==> config.mk <==
export PLATFORM = sky130hd
export DESIGN_NAME = cacheline_burst_adaptor
export DESIGN_NICKNAME = d
export VERILOG_FILES = /design/src/rtl/cacheline_burst_adaptor.sv
export SDC_FILE = /design/constraint.sdc
export NUM_CORES = 1
export LEC_CHECK = 0
export ABC_AREA = 0
export BUFFER_PORTS_ARGS = -buffer_cell sky130_fd_sc_hd__buf_2
export CAP_MARGIN = 5
export CORE_AREA = 2 2 278 280
export CTS_CLUSTER_DIAMETER = 150
export DETAILED_ROUTE_END_ITERATION = 10
export DIE_AREA = 0 0 280 282
export GPL_ROUTABILITY_DRIVEN = 0
export PLACE_DENSITY = 0.51
export SYNTH_ARGS = -nofsm -noshare
export SYNTH_HDL_FRONTEND = slang
export SYNTH_SLANG_ARGS = --single-unit
==> constraint.sdc <==
create_clock -name clk -period 2.3 [get_ports clk]
set_input_delay 0.115 -clock clk [delete_from_list [all_inputs] [get_ports clk]]
set_output_delay 0.115 -clock clk [all_outputs]
set_load 0.01 [all_outputs]
==> src/rtl/cacheline_burst_adaptor.sv <==
// Bridges 256-bit cache line requests onto a 4-beat, 64-bit memory burst interface.
// One line transaction at a time; completion is a single-cycle pmem_resp pulse.
module cacheline_burst_adaptor #(
  parameter int unsigned s_offset = 5,
  parameter int unsigned s_line   = 256,
  parameter int unsigned s_burst  = 64
) (
  input  logic                clk,
  input  logic                rst,
  input  logic                pmem_read,
  input  logic                pmem_write,
  input  logic [31:0]         pmem_address,
  input  logic [s_line-1:0]   pmem_wdata,
  output logic [s_line-1:0]   pmem_rdata,
  output logic                pmem_resp,
  input  logic [s_burst-1:0]  burst_i,
  output logic [s_burst-1:0]  burst_o,
  output logic [31:0]         address_o,
  output logic                read_o,
  output logic                write_o,
  input  logic                resp_i
);

  localparam int unsigned num_beats = s_line / s_burst;
  localparam int unsigned CntW      = (num_beats > 1) ? $clog2(num_beats) : 1;
  localparam logic [CntW-1:0] LastBeat = CntW'(num_beats - 1);
  localparam logic [31:0]     AddrMask = ~((32'd1 << s_offset) - 32'd1);

  typedef enum logic [1:0] {
    IDLE  = 2'd0,
    READ  = 2'd1,
    WRITE = 2'd2,
    DONE  = 2'd3
  } state_t;

  state_t                              r_state;
  logic [CntW-1:0]                     r_cnt;
  logic [num_beats-1:0][s_burst-1:0]   r_rbuf;
  logic [num_beats-1:0][s_burst-1:0]   r_wbuf;
  logic [31:0]                         r_addr;
  logic                                r_read;
  logic                                r_write;
  logic                                r_resp;
  logic [31:0]                         w_line_addr;
  logic [s_burst-1:0]                  w_burst;

  assign w_line_addr = pmem_address & AddrMask;

  // Current write beat; held at zero outside WRITE so idle outputs stay quiet
  always_comb begin
    w_burst = '0;
    if (r_state == WRITE) begin
      w_burst = r_wbuf[r_cnt];
    end
  end

  // Separate read and write buffers so a write never disturbs pmem_rdata
  always_ff @(posedge clk) begin
    if (rst) begin
      r_state <= IDLE;
      r_cnt   <= '0;
      r_rbuf  <= '0;
      r_wbuf  <= '0;
      r_addr  <= '0;
      r_read  <= 1'b0;
      r_write <= 1'b0;
      r_resp  <= 1'b0;
    end else begin
      case (r_state)
        IDLE: begin
          r_resp <= 1'b0;
          r_cnt  <= '0;
          if (pmem_write) begin
            r_wbuf  <= pmem_wdata;
            r_addr  <= w_line_addr;
            r_write <= 1'b1;
            r_state <= WRITE;
          end else if (pmem_read) begin
            r_addr  <= w_line_addr;
            r_read  <= 1'b1;
            r_state <= READ;
          end
        end
        READ: begin
          if (resp_i) begin
            r_rbuf[r_cnt] <= burst_i;
            r_cnt         <= r_cnt + CntW'(1);
            if (r_cnt == LastBeat) begin
              r_read  <= 1'b0;
              r_resp  <= 1'b1;
              r_state <= DONE;
            end
          end
        end
        WRITE: begin
          if (resp_i) begin
            r_cnt <= r_cnt + CntW'(1);
            if (r_cnt == LastBeat) begin
              r_write <= 1'b0;
              r_resp  <= 1'b1;
              r_state <= DONE;
            end
          end
        end
        DONE: begin
          r_resp  <= 1'b0;
          r_read  <= 1'b0;
          r_write <= 1'b0;
          r_state <= IDLE;
        end
        default: begin
          r_read  <= 1'b0;
          r_write <= 1'b0;
          r_resp  <= 1'b0;
          r_state <= IDLE;
        end
      endcase
    end
  end

  assign pmem_rdata = r_rbuf;
  assign pmem_resp  = r_resp;
  assign burst_o    = w_burst;
  assign address_o  = r_addr;
  assign read_o     = r_read;
  assign write_o    = r_write;

endmodule

==> results.sh <==
export IMPL_status="finished with violations"
export IMPL_violations="setup timing"
export IMPL_place_ws_ps=315
export IMPL_cts_buffers=61
export IMPL_timing_final_setup_violations=1
export IMPL_crit_fanout=7
export IMPL_worstPathRequired_ps=2180
export IMPL_final_max_slew_viol_count=0
export IMPL_synth_edf_count=0
export IMPL_cts_buffer_depth=3
export IMPL_critPathArrivalTime_ps=2190
export IMPL_syn_to_final_growth_pct=52.4
export IMPL_tritoncts="done"
export IMPL_rows=101
export IMPL_relSlewSlack=0.467
export IMPL_clock_sinks=546
export IMPL_gr_usage_all_layers=0.192
export IMPL_path_cells="buf_12 > clkbuf_16 > mux4_2 > and2_4 > buf_6"
export IMPL_synth_cell_types=32
export IMPL_fin_ws_ps=-3.71
export IMPL_antenna_found_initial=10
export IMPL_port_buffers=701
export IMPL_hold_path_depth=2
export IMPL_p_leak_nw=13.3
export IMPL_final_antenna_net_count=0
export IMPL_power_per_cell_area_nw_per_um2=894
export IMPL_crit_cells=5
export IMPL_drtIter0Drc=1015
export IMPL_report_power_total_w=0.0285
export IMPL_slowest_delay_ps=500
export IMPL_layout_drive_gt1_share=0.279
export IMPL_crit_family="multiplexers"
export IMPL_initial_utilization=0.276
export IMPL_yosys_warnings=0
export IMPL_worst_slew_pin_slew_ps=800
export IMPL_grt_overflow=0
export IMPL_period_minus_slack_ps=2300
export IMPL_die_h_um=282
export IMPL_crit_path_end_kind="output port"
export IMPL_synth_flop_cell="dfxtp_1"
export IMPL_yosysSeqAreaShare=0.523
export IMPL_core_area_um2=75700
export IMPL_clk_insertion_delay_late_ps=610
export IMPL_start_kind="flip-flop"
export IMPL_critical_path_slowest_cell="mux4_2"
export IMPL_grt_start_max_net_pins=93
export IMPL_clkSlewWorstSetupHoldPaths_ps=60
export IMPL_grt_pass1_vias=20700
export IMPL_die_w_um=280
export IMPL_fillCellCount=7658
export IMPL_fmax_mhz=434
export IMPL_nets=3911
export IMPL_worst_r2r_path_depth=6
export IMPL_synthArstFlopShare=0
export IMPL_avgSynthCellArea_um2=8.18
export IMPL_min_path_type="in -> reg"
export IMPL_grt_pass1_wl_um=120000
export IMPL_avgRoutedWirePerCell_um=17.4
export IMPL_finalHoldViolCount=0
export IMPL_htree_levels=2
export IMPL_ys_ff_latch=546
export IMPL_firstDrtPassIters=5
export IMPL_totalWireLength_um=79800
export IMPL_post_dp_hpwl_um=53300
export IMPL_crit_buf_inv=3
export IMPL_die_area_um2=79000
export IMPL_syn_area_um2=20900
export IMPL_skew_ps=12.2
export IMPL_postSynthCellCount=2556
export IMPL_finalCritPeriodShare=1.00
export IMPL_rsz0062_at_grt="yes"
export IMPL_io_pins=712
export IMPL_cts_root_buffer="clkbuf_16"
export IMPL_drc=0
export IMPL_num_vias=21100
export IMPL_avgViaCountPerCell=4.61
export IMPL_vdd_drop_max_mv=0.605
export IMPL_path_class="reg -> out"
export IMPL_drv_cap=0
flip-flops by register name, summed over array words and instances, names as in the netlist:
register,cells
address_o,27
r_wbuf,256
pmem_rdata,256
r_state,2
read_o,1
r_cnt,2
write_o,1
pmem_resp,1
layer usage:
| metal | share of wire | routed length, um | global-route usage | up-vias |
|---|---|---|---|---|
| met5 | 0.0013 | 104 | 0 | - |
| met4 | 0.030 | 2410 | 0.0639 | 16 |
| met3 | 0.072 | 5730 | 0.0504 | 160 |
| met2 | 0.49 | 38900 | 0.332 | 714 |
| met1 | 0.41 | 32600 | 0.230 | 9870 |
| li1 | - | - | - | 10300 |
power breakdown:
part | switching (W) | internal, W
clock | 0.00406 | 0.00630
sequential | 0.000625 | 0.0106
combinational | 0.00373 | 0.00317
total | 0.00842 | 0.0201
Yosys cell counts, types with 5 or more instances:
master,number,area [um2]
clkbuf_1,93,349
dfxtp_1,546,10900
buf_1,8,30.0
buf_4,8,60.1
nand3_1,5,25.0
mux4_2,64,1440
and2_1,65,407
buf_2,93,465
ha_1,10,125
a21oi_1,544,2720
nand2_1,1079,4050
layout by cell type, fill, tap and decap left out, drive strengths merged, types with 3 or more instances in the layout:
cell type / n
a21oi: 544
and2: 65
and3: 4
buf: 775
bufinv: 6
clkbuf: 98
clkinv: 8
conb: 5
dfxtp: 546
diode: 3
dlygate4sd3: 350
ha: 10
inv: 9
mux4: 64
nand2: 1079
nand3: 5
nor2: 4
nor2b: 4
o21ai: 3
per-stage QoR:
step           cell area [um2]  utilization  setup TNS, ps  hold WS [ps]  cells
2_1_floorplan            20900            -              0           251   2560
3_3_place_gp             25500        0.337              0           357   4097
3_5_place_dp             25500        0.337              0           361   4097
4_1_cts                  31600        0.417          -2930          8.52   4571
5_1_grt                  31900        0.421          -3700          14.4   4577
6_report                 31900        0.421          -3.71          5.49   4578
worst register-to-register path, stage by stage (launching register included):
cell	delay, ps
dfxtp_1	340
inv_1	170
ha_1	320
and2_4	520
buf_4	380
nand2_1	120
a21oi_1	120
timing repair:
item / 4_1_cts / 5_1_grt
endpoints found under the hold margin: 544 / 0
pin swaps: 0 / 1
hold buffers: 350 / 0
resized for setup: 58 / 58
buffers inserted: 5 / 1
gates cloned: 4 / 3
setup endpoints to repair: 62 / 63
cells by family (layout without fill, tap and decap cells):
logic type	Yosys count	after routing	synth area share
muxes	65	65	0.0695
DFF	546	546	0.523
AOI/OAI and AO/OA	555	555	0.134
buffers and inverters	211	1248	0.0481
adders and majority gates	10	10	0.00598
other	1	8	0.000179
xor gates and xnor gates	1	1	0.000419
and+or+nand+nor	1167	1167	0.219
final timing paths:
check | slack (ps) | from | to
worst max-delay path | -4 | r_cnt[0]$_SDFFE_PP0P_ | burst_o[43]
worst min-delay path | 5 | rst | pmem_rdata[93]$_SDFFE_PP0P_
worst max register to register | 280 | r_state[0]$_SDFFE_PP0P_ | r_wbuf[160]$_SDFFE_PP0P_
worst min register to register | 450 | pmem_rdata[28]$_SDFFE_PP0P_ | pmem_rdata[28]$_SDFFE_PP0P_
layout make-up:
class / instances / area, um2 / share of cell area
sequential: 546 / 10900 / 0.343
multi-input combinational: 1803 / 9150 / 0.287
timing repair buffer: 1128 / 8380 / 0.263
clock buffer: 95 / 1890 / 0.0592
tap: 978 / 1220 / 0.0384
clock inverter: 21 / 279 / 0.00875
inverter: 4 / 15.0 / 0.000471
antenna: 3 / 7.51 / 0.000235
(Power assumes the default switching activity.)
